### src/rtl/plus_mult_seq_pkg.sv
// rtl/plus_mult_seq_pkg.sv - shared constants and FSM state type for the repeated-add multiplier
package plus_mult_seq_pkg;

  localparam int DATA_W_DEF = 4;
  localparam int ACC_W_DEF  = 2 * DATA_W_DEF;

  typedef enum logic [1:0] {
    ST_IDLE = 2'd0,
    ST_ADD  = 2'd1,
    ST_DONE = 2'd2
  } state_t;

endpackage

### src/rtl/plus_mult_seq.sv
// rtl/plus_mult_seq.sv - unsigned multiplier built from one addition per clock
module plus_mult_seq
  import plus_mult_seq_pkg::*;
#(
  parameter int DATA_W = DATA_W_DEF,
  parameter int ACC_W  = 2 * DATA_W
) (
  input  logic              clk,
  input  logic              clear_n,
  input  logic              start,
  input  logic              abort,
  input  logic [DATA_W-1:0] plus_in,
  input  logic [DATA_W-1:0] count_in,
  output logic [ACC_W-1:0]  acc_out,
  output logic              busy,
  output logic              done
);

  state_t              r_state;
  logic [DATA_W-1:0]   r_op;
  logic [DATA_W-1:0]   r_cnt;
  logic [ACC_W-1:0]    r_acc;
  logic [ACC_W-1:0]    w_op_ext;

  assign w_op_ext = {{(ACC_W-DATA_W){1'b0}}, r_op};

  always_ff @(posedge clk or negedge clear_n) begin
    if (!clear_n) begin
      r_state <= ST_IDLE;
      r_op    <= '0;
      r_cnt   <= '0;
      r_acc   <= '0;
    end else begin
      case (r_state)
        ST_IDLE, ST_DONE: begin
          if (start) begin
            r_op    <= plus_in;
            r_cnt   <= count_in;
            r_acc   <= '0;
            r_state <= (count_in == '0) ? ST_DONE : ST_ADD;
          end else begin
            r_state <= ST_IDLE;
          end
        end
        ST_ADD: begin
          // abort has priority over both the addition and any start request
          if (abort) begin
            r_acc   <= '0;
            r_state <= ST_IDLE;
          end else begin
            r_acc <= r_acc + w_op_ext;
            r_cnt <= r_cnt - 1'b1;
            if (r_cnt == {{(DATA_W-1){1'b0}}, 1'b1}) begin
              r_state <= ST_DONE;
            end
          end
        end
        default: r_state <= ST_IDLE;
      endcase
    end
  end

  assign acc_out = r_acc;
  assign busy    = (r_state == ST_ADD);
  assign done    = (r_state == ST_DONE);

endmodule

### config.mk
export PLATFORM = sky130hd
export DESIGN_NAME = plus_mult_seq
export DESIGN_NICKNAME = d
export VERILOG_FILES = /design/src/rtl/plus_mult_seq_pkg.sv /design/src/rtl/plus_mult_seq.sv
export SDC_FILE = /design/constraint.sdc
export NUM_CORES = 1
export LEC_CHECK = 0
export CORE_MARGIN = 5
export CORE_UTILIZATION = 52
export CTS_BUF_LIST = sky130_fd_sc_hd__clkbuf_4
export DETAILED_ROUTE_END_ITERATION = 8
export PLACE_DENSITY = 0.82
export SLEW_MARGIN = 20
export SYNTH_ARGS = -nofsm -noshare
export SYNTH_HDL_FRONTEND = slang
export SYNTH_SLANG_ARGS = --single-unit
### constraint.sdc
create_clock -name clk -period 2.41 [get_ports clk]
set_input_delay 0.6025 -clock clk [delete_from_list [all_inputs] [get_ports clk]]
set_output_delay 0.6025 -clock clk [all_outputs]
set_load 0.05 [all_outputs]
==> impl_metrics.csv <==
group,metric,value,unit
grt,grt_pass1_vias,835,
power_and_ir_drop,share_seq_of_total_power,36.7,%
cells_and_area,drive_gt1_share,13.2,%
logic_synthesis,syn-num-nets,116,
logic_synthesis,synth_cell_types,35,
logic_synthesis,synth_area_leaders,"dfrtp_1 (44%), ha_1 (7.3%), mux2_2 (4.4%), a22o_1 (3.4%), a21o_1 (2.9%)",
cells_and_area,final_core_util,67.3,%
cts,cts_max_path_buffers,2,
power_and_ir_drop,clockPowerShare,11.3,%
logic_synthesis,synth_top_family_by_area,"simple AND/OR/NAND/NOR gates",
timing,setup-tns-final,0,ns
cts,cts.clk_slew.worst_paths,0.10,ns
cts,ctsHtreeMaxLevel,1,
setup_path,critPathSlowestCell,"clkdlybuf4s50_1",
detailed_routing,drt_pre_antenna_iters,2,
die,pin_count,22,
grt,use_met2,30.7,%
timing,timing.slew.headroom,65.7,%
logic_synthesis,synth_area_leader_cell,"dfrtp_1",
grt,grt_pass1_wl,3.74,mm
detailed_routing,drc,0,
cts,post_cts_buffers,0,
detailed_routing,wl,2.24,mm
cts,cts_tree,"yes",
power_and_ir_drop,switching_share,44.5,%
detailed_routing,viasPerCell,5.53,
logic_synthesis,synth-adder-area-share,9.25,%
die,core-area,1920,um2
setup_path,crit_family,"buffers and inverters",
cts,holdBufCountCts,0,
grt,use_met3,3.54,%
detailed_routing,first_iter_violations,9,
place,io_buffers,21,
power_and_ir_drop,p_leak,0.606,nW
detailed_routing,drtAntennaViolNets,0,
power_and_ir_drop,power_density,1040,nW/um2
grt,busiest_layer,"met2",
logic_synthesis,synthXorXnorAreaFrac,1.70,%
power_and_ir_drop,netSwitchingPower,0.599,mW
timing,maxSlewViolCount,0,
setup_path,path_class,"reg -> out",
cts,clk_latency,0.29,ns
timing,hold_violations,0,
setup_path,cp_cell_sequence,"clkdlybuf4s50_1",
logic_synthesis,yosysSeqAreaShare,43.8,%
logic_synthesis,synthSimpleGateAreaFrac,19.1,%
power_and_ir_drop,ir_drop,0.000673,V
power_and_ir_drop,internal_power,0.748,mW
cells_and_area,syn_to_final_growth,25.8,%
logic_synthesis,synth_edf_count,0,
cts,cts_sinks,18,
logic_synthesis,yosysTopAreaCellShare,43.8,%
grt,gr-usage-met1,22.2,%
place,place_congestion,0.874,
cts,cts_made_buffers,3,
cells_and_area,nNetsFinal,142,
cts,cts-root-buf,"clkbuf_4",
place,dp_hpwl,1.76,mm
die,die_w,54.5,um
setup_path,reg2regPathDepth,6,
timing,fmax,455,MHz
setup_path,critical_path_buf_inv_count,1,
timing,finClkSkew,0.00223,ns
logic_synthesis,synth_area,1030,um2
setup_path,start_kind,"flip-flop",
logic_synthesis,async_flop_share,100,%
timing,fin_crit_sh,91.1,%
die,initial_core_util,53.5,%
grt,grt-ovfl-total,0,
detailed_routing,via_count,819,
timing,setup_violations,0,
timing,post-route-min-period,2.20,ns
run,maxCapViolCount,0,
hold_path,holdPathStages,2,
logic_synthesis,yosysWarnings,0,
logic_synthesis,avgSynthCellArea,10.6,um2
hold_path,hp-class,"reg -> reg",
logic_synthesis,netlist_instances,97,
setup_path,cpPeakStageDelay,0.84,ns
cells_and_area,diodes,0,
setup_path,r2r_slack,0.49,ns
setup_path,required,1.81,ns
timing,tightest_slew,0.513,ns
logic_synthesis,synthMuxAreaShare,5.35,%
die,rows,16,
cts,postCtsResizedCells,0,
die,die_h,54.5,um
die,dieArea,2970,um2
setup_path,end_kind,"output port",
setup_path,cp_max_fo,4,
power_and_ir_drop,p_comb_share,52.0,%
detailed_routing,routedWlPerCell,15.1,um
logic_synthesis,synthFlopType,"dfrtp_1",
logic_synthesis,synth_seq_cells,18,
logic_synthesis,synth_compound_area_share,16.2,%
grt,antenna_found_initial,0,
status,outcome,"finished, final reports clean",
grt,grt_max_degree,19,
grt,grtUsageTotal,17.9,%
setup_path,crit_cells,1,
timing,grt_setup_unrepaired,"no",
setup_path,arrival,1.59,ns
timing,hold_ws,0.525,ns
power groups by stage:
stage	Clock, mW	Sequential [mW]	Combinational [mW]
finish	0.152	0.494	0.701
global route	0.169	0.511	0.766
detailed placement	0	0.498	0.701
global placement	0	0.492	0.674
CTS	0.154	0.494	0.704
floorplan	0	0.585	0.415
registers in the layout, indices dropped and copies added (netlist names):
name,count
r_op,4
r_cnt,4
acc_out,8
r_state,2
through the flow:
| stage | power [mW] | cell area, um2 | worst slack [ns] | std cells |
|---|---|---|---|---|
| after floorplan | 1.00 | 1030 | 0.399 | 97 |
| after global placement | 1.17 | 1270 | 0.422 | 145 |
| after detailed placement | 1.20 | 1270 | 0.381 | 145 |
| after CTS | 1.35 | 1290 | 0.0525 | 148 |
| after global routing | 1.45 | 1290 | 0.158 | 148 |
| final | 1.35 | 1290 | 0.213 | 148 |
cell usage after synthesis, types with 2 or more instances:
| cell | n |
|---|---|
| nor3_1 | 2 |
| o211ai_1 | 2 |
| o21ai_0 | 5 |
| dfrtp_1 | 18 |
| inv_1 | 4 |
| nand3_1 | 3 |
| nor3b_1 | 2 |
| nand2_1 | 7 |
| mux2_2 | 4 |
| a21o_1 | 4 |
| ha_1 | 6 |
| and2b_1 | 2 |
| nor2_1 | 6 |
| nor4_1 | 2 |
| a22o_1 | 4 |
| nor2_2 | 2 |
| nand2b_4 | 2 |
| a21oi_1 | 5 |
worst paths after layout:
path / from / end
setup / recovery: acc_out[1]$_DFFE_PN0P_ / acc_out[1]
hold / removal: r_cnt[1]$_DFFE_PN0P_ / r_cnt[1]$_DFFE_PN0P_
setup reg to reg: acc_out[0]$_DFFE_PN0P_ / acc_out[6]$_DFFE_PN0P_
hold reg to reg: r_cnt[1]$_DFFE_PN0P_ / r_cnt[1]$_DFFE_PN0P_
max in group asynchronous: clear_n / r_op[0]$_DFFE_PN0P_
min in group asynchronous: clear_n / acc_out[2]$_DFFE_PN0P_
layout make-up:
| type | instances | area [um2] |
|---|---|---|
| fillers | 162 | 628 |
| multi-input cells | 72 | 531 |
| flip-flops and latches | 18 | 450 |
| repair buffers | 23 | 225 |
| well taps | 27 | 33.8 |
| inverters | 5 | 31.3 |
| clock buffers | 3 | 22.5 |
per-layer routing:
metal / wire length, um / part of all wire, %
met1: 1040 / 47
met2: 1100 / 49
met3: 80 / 3.6
met4: 12 / 0.54
met5: 0 / 0
logic make-up (layout without fill, tap and decap cells):
| kind of cell | Yosys count | after routing |
|---|---|---|
| AOI/OAI and AO/OA | 25 | 25 |
| xor gates and xnor gates | 2 | 2 |
| adders and majority gates | 7 | 7 |
| buffers and inverters | 7 | 31 |
| DFF | 18 | 18 |
| muxes | 5 | 5 |
| and+or+nand+nor | 33 | 33 |
placed cells by master (no fill, tap or decap), drive strengths merged:
cell type,Yosys,layout
nor3b,3,3
a21o,4,4
nand3,3,3
and2b,2,2
dfrtp,18,18
a22o,4,4
clkinv,1,1
nor3,2,2
a2bb2oi,1,1
clkbuf,0,3
nand3b,1,1
ha,6,6
or3,1,1
nand2b,3,3
or4,1,1
dlymetal6s2s,0,1
o211ai,2,2
xor2,1,1
o21bai,1,1
a21oi,5,5
inv,4,4
a31oi,1,1
nand2,7,7
buf,2,3
o22a,1,1
fa,1,1
clkdlybuf4s50,0,19
nor2,8,8
xnor2,1,1
mux2,4,4
mux2i,1,1
nor4,2,2
o21ai,6,6
Note: power is estimated with default switching activity, not from simulation.
